File: config.mk
export PLATFORM = sky130hd
export DESIGN_NAME = slave_regfile_cmd_fifo
export DESIGN_NICKNAME = d
export VERILOG_FILES = /design/src/rtl/slave_regfile_cmd_fifo.sv
export SDC_FILE = /design/constraint.sdc
export NUM_CORES = 2
export LEC_CHECK = 0
export CORE_MARGIN = 2
export CORE_UTILIZATION = 45
export CTS_CLUSTER_SIZE = 24
export DETAILED_ROUTE_END_ITERATION = 8
export GPL_ROUTABILITY_DRIVEN = 1
export HOLD_SLACK_MARGIN = 0.15
export SLEW_MARGIN = 20
export SYNTH_ARGS = -nofsm -noshare
export SYNTH_HDL_FRONTEND = slang
export SYNTH_SLANG_ARGS = --single-unit
File: constraint.sdc
create_clock -name clk -period 13.4 [get_ports clk]
set_input_delay 3.35 -clock clk [delete_from_list [all_inputs] [get_ports clk]]
set_output_delay 3.35 -clock clk [all_outputs]
set_load 0.02 [all_outputs]
File: src/rtl/slave_regfile_cmd_fifo.sv
// -----------------------------------------------------------------------------
// slave_regfile_cmd_fifo
//
// Slave-side register file with a command FIFO, sitting in front of the user
// logic that polls it.
//   * Slave writes update NUMREGS word registers with per-byte enables.
//   * The user logic reads any register combinationally through data_addr.
//   * Every write to the command register index pushes the merged
//     (post-byte-enable) word into a first-word-fall-through FIFO. The user
//     logic drains that FIFO through the r_fifo_* port.
//   * Index STATUS_REG_INDEX is a read-only status word:
//       [0] empty, [1] full, [2] overflow, [3 +: CW] count, other bits 0.
//     A slave read of it clears the sticky overflow flag.
//
// Optional feature (compile-time macro CMD_FIFO_FLUSH_EN):
//   When defined, a slave write to STATUS_REG_INDEX with byte_en[0]=1 and
//   data[0]=1 flushes the FIFO (both pointers and overflow cleared).
//   When undefined, status writes are ignored and no flush logic exists.
//
// Ports:
//   clk, reset_n                 clock, asynchronous active-low reset
//   slave_write_en/addr/data     slave write strobe, byte address, data
//   slave_byte_en                per-byte write enables
//   slave_read_en/addr           slave read strobe and byte address
//   slave_read_data              read data, registered (latency 1)
//   data_addr, data              user word index and combinational data
//   r_fifo_read_enable           pop request
//   r_fifo_read_data             head word (0 while empty)
//   r_fifo_empty/full            FIFO flags
//   r_fifo_overflow              sticky: a push was dropped
//   r_fifo_count                 FIFO occupancy
// -----------------------------------------------------------------------------
module slave_regfile_cmd_fifo #(
  parameter int ADDRESSWIDTH     = 32,
  parameter int DATAWIDTH        = 32,
  parameter int BYTEENABLEWIDTH  = 4,
  parameter int NUMREGS          = 32,
  parameter int FIFO_DEPTH       = 8,
  parameter int CMD_REG_INDEX    = 0,
  parameter int STATUS_REG_INDEX = NUMREGS - 1
) (
  input  logic                          clk,
  input  logic                          reset_n,
  input  logic                          slave_write_en,
  input  logic [ADDRESSWIDTH-1:0]       slave_write_addr,
  input  logic [DATAWIDTH-1:0]          slave_write_data,
  input  logic [BYTEENABLEWIDTH-1:0]    slave_byte_en,
  input  logic                          slave_read_en,
  input  logic [ADDRESSWIDTH-1:0]       slave_read_addr,
  output logic [DATAWIDTH-1:0]          slave_read_data,
  input  logic [ADDRESSWIDTH-1:0]       data_addr,
  output logic [DATAWIDTH-1:0]          data,
  input  logic                          r_fifo_read_enable,
  output logic [DATAWIDTH-1:0]          r_fifo_read_data,
  output logic                          r_fifo_empty,
  output logic                          r_fifo_full,
  output logic                          r_fifo_overflow,
  output logic [$clog2(FIFO_DEPTH):0]   r_fifo_count
);

  localparam int IDXW = $clog2(NUMREGS);
  localparam int IDXF = $clog2(FIFO_DEPTH);
  localparam int CW   = IDXF + 1;

  localparam logic [IDXW-1:0] CMD_IDX    = IDXW'(CMD_REG_INDEX);
  localparam logic [IDXW-1:0] STATUS_IDX = IDXW'(STATUS_REG_INDEX);

  // ---------------------------------------------------------------------------
  // Storage and state
  // ---------------------------------------------------------------------------
  logic [DATAWIDTH-1:0] regs     [NUMREGS];
  logic [DATAWIDTH-1:0] fifo_mem [FIFO_DEPTH];
  logic [CW-1:0]        wptr, rptr;
  logic [CW-1:0]        wptr_nxt, rptr_nxt;
  logic                 overflow, overflow_nxt;

  // ---------------------------------------------------------------------------
  // Address decode. Byte addresses map to word indices; upper bits are
  // dropped so the slave index wraps modulo NUMREGS.
  // ---------------------------------------------------------------------------
  logic [IDXW-1:0] wr_idx, rd_idx, usr_idx;

  assign wr_idx  = slave_write_addr[IDXW+1:2];
  assign rd_idx  = slave_read_addr[IDXW+1:2];
  assign usr_idx = data_addr[IDXW-1:0];

  // Address bits that carry no meaning for this block.
  logic unused_addr_bits;
  assign unused_addr_bits = ^{slave_write_addr[ADDRESSWIDTH-1:IDXW+2],
                              slave_write_addr[1:0],
                              slave_read_addr[ADDRESSWIDTH-1:IDXW+2],
                              slave_read_addr[1:0],
                              data_addr[ADDRESSWIDTH-1:IDXW]};

  // ---------------------------------------------------------------------------
  // Byte-lane merge: the word a write leaves behind in the register. The same
  // merged word is what a command write pushes into the FIFO.
  // ---------------------------------------------------------------------------
  logic [DATAWIDTH-1:0] wr_merged;

  // NOTE: every variable written in an always_comb gets a default assignment
  // first, so no path leaves it unassigned and no latch is inferred.
  always_comb begin
    wr_merged = regs[wr_idx];
    for (int b = 0; b < BYTEENABLEWIDTH; b++) begin
      if (slave_byte_en[b]) begin
        wr_merged[8*b +: 8] = slave_write_data[8*b +: 8];
      end
    end
  end

  // ---------------------------------------------------------------------------
  // FIFO flags and status word
  // ---------------------------------------------------------------------------
  assign r_fifo_empty    = (wptr == rptr);
  assign r_fifo_full     = (wptr[IDXF] != rptr[IDXF]) &&
                           (wptr[IDXF-1:0] == rptr[IDXF-1:0]);
  assign r_fifo_count    = wptr - rptr;
  assign r_fifo_overflow = overflow;

  logic [DATAWIDTH-1:0] status_word;

  always_comb begin
    status_word         = '0;
    status_word[0]      = r_fifo_empty;
    status_word[1]      = r_fifo_full;
    status_word[2]      = overflow;
    status_word[3 +: CW] = r_fifo_count;
  end

  // Fall-through head; forced to 0 so stale storage never leaks out.
  assign r_fifo_read_data = r_fifo_empty ? '0 : fifo_mem[rptr[IDXF-1:0]];

  // User data port: status index shows the live status word.
  assign data = (usr_idx == STATUS_IDX) ? status_word : regs[usr_idx];

  // ---------------------------------------------------------------------------
  // Push / pop decision
  // ---------------------------------------------------------------------------
  logic push_req, pop, push_ok, drop, status_rd;

  assign push_req  = slave_write_en && (wr_idx == CMD_IDX) && (|slave_byte_en);
  // A pop against an empty FIFO is ignored, which also covers the case of a
  // pop arriving alongside the push that fills an empty FIFO.
  assign pop       = r_fifo_read_enable && !r_fifo_empty;
  // When full, a concurrent pop frees the slot the push needs.
  assign push_ok   = push_req && (!r_fifo_full || pop);
  assign drop      = push_req && r_fifo_full && !pop;
  assign status_rd = slave_read_en && (rd_idx == STATUS_IDX);

`ifdef CMD_FIFO_FLUSH_EN
  logic flush;
  assign flush = slave_write_en && (wr_idx == STATUS_IDX) &&
                 slave_byte_en[0] && slave_write_data[0];
`endif

  always_comb begin
    wptr_nxt     = push_ok ? wptr + CW'(1) : wptr;
    rptr_nxt     = pop     ? rptr + CW'(1) : rptr;
    overflow_nxt = overflow;
    // A drop on the same edge as a status read wins: the flag stays set.
    if (drop) begin
      overflow_nxt = 1'b1;
    end else if (status_rd) begin
      overflow_nxt = 1'b0;
    end
`ifdef CMD_FIFO_FLUSH_EN
    // Flush overrides any same-cycle pop.
    if (flush) begin
      wptr_nxt     = '0;
      rptr_nxt     = '0;
      overflow_nxt = 1'b0;
    end
`endif
  end

  // NOTE: sequential state is updated with non-blocking assignments so every
  // flop samples pre-edge values, independent of block ordering.
  always_ff @(posedge clk or negedge reset_n) begin
    if (!reset_n) begin
      wptr     <= '0;
      rptr     <= '0;
      overflow <= 1'b0;
    end else begin
      wptr     <= wptr_nxt;
      rptr     <= rptr_nxt;
      overflow <= overflow_nxt;
    end
  end

  // NOTE: FIFO storage has no reset; the pointers define which entries are
  // valid and the head output is gated by empty. The register file, by
  // contrast, is directly observable and therefore must clear on reset.
  always_ff @(posedge clk) begin
    if (push_ok) begin
      fifo_mem[wptr[IDXF-1:0]] <= wr_merged;
    end
  end

  // ---------------------------------------------------------------------------
  // Register file. The status index has no writable storage.
  // ---------------------------------------------------------------------------
  always_ff @(posedge clk or negedge reset_n) begin
    if (!reset_n) begin
      for (int i = 0; i < NUMREGS; i++) begin
        regs[i] <= '0;
      end
    end else if (slave_write_en && (wr_idx != STATUS_IDX)) begin
      regs[wr_idx] <= wr_merged;
    end
  end

  // ---------------------------------------------------------------------------
  // Slave read port, latency 1. Reads sample pre-edge storage, so a
  // same-cycle write to the same index returns the old value.
  // ---------------------------------------------------------------------------
  always_ff @(posedge clk or negedge reset_n) begin
    if (!reset_n) begin
      slave_read_data <= '0;
    end else if (slave_read_en) begin
      slave_read_data <= (rd_idx == STATUS_IDX) ? status_word : regs[rd_idx];
    end
  end

endmodule

After elaboration in Yosys (flattened, before gate mapping)
Memories as Yosys holds them, arrays and structs flattened.
Index checks and enable logic that the tools add are counted.
- bits in registers: 1065
- bits in latches: 0
- bits in writable memories: 256
- ROM bits: 0
- bits of input ports: 137
- output and inout port bits: 103
- word-level logic and storage cells: 93
- memories kept: 1
- memory list (memory ; words ; bits a word ; rd ports ; clocked after Yosys merged registers in ; wr ports ; line ; source):
    fifo_mem ; 8 ; 32 ; 1 ; 0 ; 1 ; 72 ; logic [DATAWIDTH-1:0] fifo_mem [FIFO_DEPTH];
- add/sub/neg operators: 3
- $mul: 0
- div/mod/pow operators: 0
- order comparisons: 4
- eq/ne operators: 6
- shift operators: 0
- multiplexer cells: 23
- bitwise operators: 3
- reductions and logical operators: 17
- operator list (cell ; number):
    1024-bit bitwise mux ; 1
    32-bit binary-select mux with 5-bit select ; 3
    32-bit two-way mux ; 10
    32-bit demux with 5-bit select ; 1
    8-bit two-way mux ; 4
    6-bit >= comparator, second input constant ; 3
    5-bit NOT with 6-bit output ; 3
    5-bit equality test, second input constant ; 2
    1-bit logical AND ; 10
    4-bit by 1-bit adder with 4-bit output, second input constant ; 2
    6-bit by 1-bit less-than comparator with 1-bit output, second input constant ; 1
    5-bit logical NOT ; 1
    5-bit inequality test, second input constant ; 1
    4-bit equality test ; 1
    1-bit two-way mux ; 4
    4-bit OR reduction ; 1
    4-bit subtractor ; 1
    3-bit equality test ; 1
    1-bit logical NOT ; 3
    2-bit nonzero test ; 1
    1-bit logical OR ; 1
    1-bit inequality test ; 1

Logic depth before layout (Yosys ltp)
- depth in word-level cells: 7
- mapped depth: 11
- depth with buffers taken out: 7

Least setup slack after synthesis
Ideal clock, no wire load.
- kind: input port to output port
- from: input data_addr[0]
- to: output data[30]
- arrival time: 5.324 ns
- data required time: 10.050 ns
- path slack: 4.726 ns
- stages on the path: 6
- path buffers: 3
- cell sequence: buf_2 -> buf_2 -> buf_2 -> mux4_2 -> a2111oi_0 -> nor3_1
- longest elaborated chain between the ends: 5
- elaborated cells on any way between the ends: 6
- classes of those cells: 1 x eq/ne; 4 x mux; 1 x bitwise
- ends and longest elaborated chain (element ; line ; source):
    start: declaration ; 51 ; input logic [ADDRESSWIDTH-1:0] data_addr,
    5-bit NOT with 6-bit output (implied by the code) ; 135 ; assign data = (usr_idx == STATUS_IDX) ? status_word : regs[usr_idx];
    32-bit binary-select mux with 5-bit select ; 135 ;
    32-bit two-way mux (implied by the code) (2 in a row) ; 135 ;
    32-bit two-way mux (*) ; 135 ;
    end: declaration ; 52 ; output logic [DATAWIDTH-1:0] data,
Mark *: on every way between the ends. The rest lies on a longest branch, timed or not. The select of a mux whose other input is x is not followed.

Worst setup path in the final report
- from: input data_addr[1]
- to: output data[21]
Same word-level chain as after synthesis.

==> flow_summary.ini <==
[hold_path]
min_from = regs[2]
hp-class = reg -> reg

[timing]
fin_setup_tns_ps = 0
grt_setup_unrepaired = false
min_period_ps = 10630
finalMaxSlewViolations = 0
relSlewSlack_pct = 20.5
tightestPinTransition_ps = 1190
setup_viol = 0
hold_viol_final = 0
finalClockSkew_ps = 33.6
max_freq_ghz = 0.0941
timing.hold.ws_ps = 406
post-route-period-util_pct = 79.3

[grt]
gr-total-overflow = 0
grt_antenna_before_repair = 16
grt_pass1_vias = 52200
grt_pass1_wl_mm = 391
grt_max_degree = 165
track_usage_pct = 32.3

[die]
core_area_um2 = 165000
dieArea_um2 = 169000
io-pin-count = 240
start_util_pct = 45.3
die_w_um = 411
die_y_um = 411
std_cell_rows = 149

[pwr]
power_uw = 13300
p_leak_uw = 0.0344
power_density_nw_per_um2 = 160
worst_ir_drop_vdd_mv = 0.154

[setup_path]
crit_chain = buf_8 -> nand3b_1 -> buf_4 -> buf_4 -> o22ai_1 -> a2111oi_1 -> nor3_1 -> clkdlybuf4s50_1
worstReg2RegStart = rptr[0]
path_common_cell = buf_4
cp-end-kind = primary output
worstPathRequired_ps = 10050
worstSetupStartpoint = data_addr[1]
critPathKind = in -> out
slowest_stage = a2111oi_1
critPathMaxStageDelay_ps = 960
cpLargestDelayFamily = buffers and inverters
path_buf_inv = 4
crit_fanout = 57
startpoint_type = input port
crit_arrival_ps = 7280

[placement]
numPortBuffers = 158
hpwl_mm = 160
placed_area_um2 = 78200
gp_congestion = 0.870

[drt]
wl_mm = 274
post_drt_wl_per_cell_um = 36.0
drt_first_pass_iters = 5
dr.first_iter.drc_count = 6222
ant_nets = 0
drc = 0
avgViaCountPerCell = 6.86
vias = 52300

[cells_and_area]
fin_nets = 5447
finalInstanceArea_um2 = 83200
drive_above_1_share_pct = 36.4
final_util_pct = 50.5
synthToLayoutAreaGrowth_pct = 11.5

[logic_synthesis]
syn_area_per_cell_um2 = 13.9
ys_ff_latch = 1321
syn-num-nets = 5526
synth_edf_count = 256
ys.flop_type = dfrtp_1
synthArstFlopShare_pct = 80.6
synth_area_um2 = 74600
syn_inst = 5383
seq_area_frac_synth_pct = 46.0
yosys_warnings = 0
synth_cell_types = 78

[run]
drv_cap = 0

[clocking]
clock_sinks = 1321
clk_path_buf_depth = 3
cts_setup_buffers = 0
numCtsBuffers = 152
cts_resized = 0
cts_tree = done
hold_buffers = 0
clockRootBuffer = clkbuf_16
htreeDepth = 4
clk_pin_slew_ps = 60
insertion_delay_ps = 810

[outcome]
status = complete, no violations
-- registers in the layout (all words and copies together) (netlist names) --
signal / cells
regs: 1024
fifo_mem: 256
slave_read_data: 32
rptr: 4
wptr: 4
r_fifo_overflow: 1
-- routing by layer --
| layer | vias to the layer above | track usage, % | part of all wire (%) |
|---|---|---|---|
| met5 | - | 0 | 0.0073 |
| met4 | 2 | 15.8 | 5.3 |
| met3 | 671 | 7.67 | 9.7 |
| met2 | 3007 | 48.7 | 45 |
| met1 | 27800 | 43.8 | 40 |
| li1 | 20900 | - | - |
-- logic make-up after synthesis --
logic type,Yosys count,share of synthesized area [%]
flops,1321,46.0
compound gates,760,7.13
mux,2085,38.9
fa+ha+maj,6,0.111
buf+inv,609,4.05
xor+xnor,9,0.106
simple gates,593,3.67
-- layout make-up --
class / instances / area (um2)
Multi-Input combinational cell: 3453 / 37800
Antenna cell: 11 / 27.5
Clock buffer: 235 / 4580
Inverter: 31 / 116
Clock inverter: 39 / 412
Sequential cell: 1321 / 34300
Fill cell: 14200 / 81600
Tap cell: 2189 / 2740
Timing Repair Buffer: 345 / 3150
-- cell usage in the layout (no fill, tap or decap), types with 19 or more instances in the layout --
master           instances
a21oi_1                111
a22o_1                  40
mux4_2                 527
mux4_1                  19
mux2_2                 866
nor2b_1                 27
nand2_1                257
nor2_1                  95
a2111oi_0               39
mux2_4                  38
clkbuf_8                28
edfxtp_1               256
buf_4                  176
a22oi_1                149
o21ai_0                 89
clkbuf_1                47
o22ai_1                115
inv_1                   29
clkdlybuf4s50_1        144
a211oi_1                71
nor2_4                  19
nand3_1                 43
nor3_1                  45
mux2i_1                635
o221ai_1                60
dfrtp_1               1063
clkbuf_16              161
clkinv_2                21
-- power breakdown --
part,leakage [uW],internal [uW],switching [uW],total [uW]
clock network,0.00245,2460,1760,4220
logic,0.0158,1850,1740,3590
registers,0.0162,4790,687,5470
-- synthesized netlist by cell type, drive strengths merged (3+ instances only) --
library cell / count / area (um2)
a22oi: 149 / 1120
a32oi: 17 / 179
ha: 5 / 62.6
nor3b: 3 / 37.5
mux4: 546 / 12400
nor2: 116 / 440
inv: 30 / 113
a31oi: 15 / 93.8
mux2i: 635 / 6360
xnor2: 8 / 70.1
and3: 7 / 43.8
a221oi: 5 / 68.8
or2: 5 / 31.3
o32ai: 5 / 43.8
nor2b: 35 / 219
buf: 305 / 1860
mux2: 904 / 10300
o21ai: 98 / 490
nand2b: 11 / 68.8
a2111oi: 40 / 350
clkbuf: 272 / 1040
o221ai: 60 / 526
nand3: 47 / 245
edfxtp: 256 / 7690
o31ai: 8 / 60.1
nor3: 55 / 280
and2: 13 / 81.3
a22o: 40 / 350
o21bai: 7 / 52.6
nand2: 267 / 1020
nor4: 13 / 87.6
a211oi: 71 / 533
a21oi: 112 / 561
dfrtp: 1065 / 26700
o22ai: 115 / 719
and3b: 3 / 26.3
a41oi: 9 / 93.8
or3: 4 / 25.0
-- worst paths after layout --
path | to | slack, ps | cells after the start
setup / recovery | data[21] | 2770 | 8
hold / removal | regs[2] | 410 | 0
setup reg to reg | fifo_mem[7][9] | 9830 | 7
hold reg to reg | regs[2] | 410 | 0
max in group asynchronous | regs[669] | 8600 | 3
min in group asynchronous | regs[520] | 2550 | 1
-- stage by stage --
stage               worst slack (ps)  std cells
floorplan                       4730       5383
global placement                2850       7336
detailed placement              2860       7337
CTS                             2860       7611
global route                    2950       7615
finish                          2770       7624
Power figures use the tool's default switching activity.
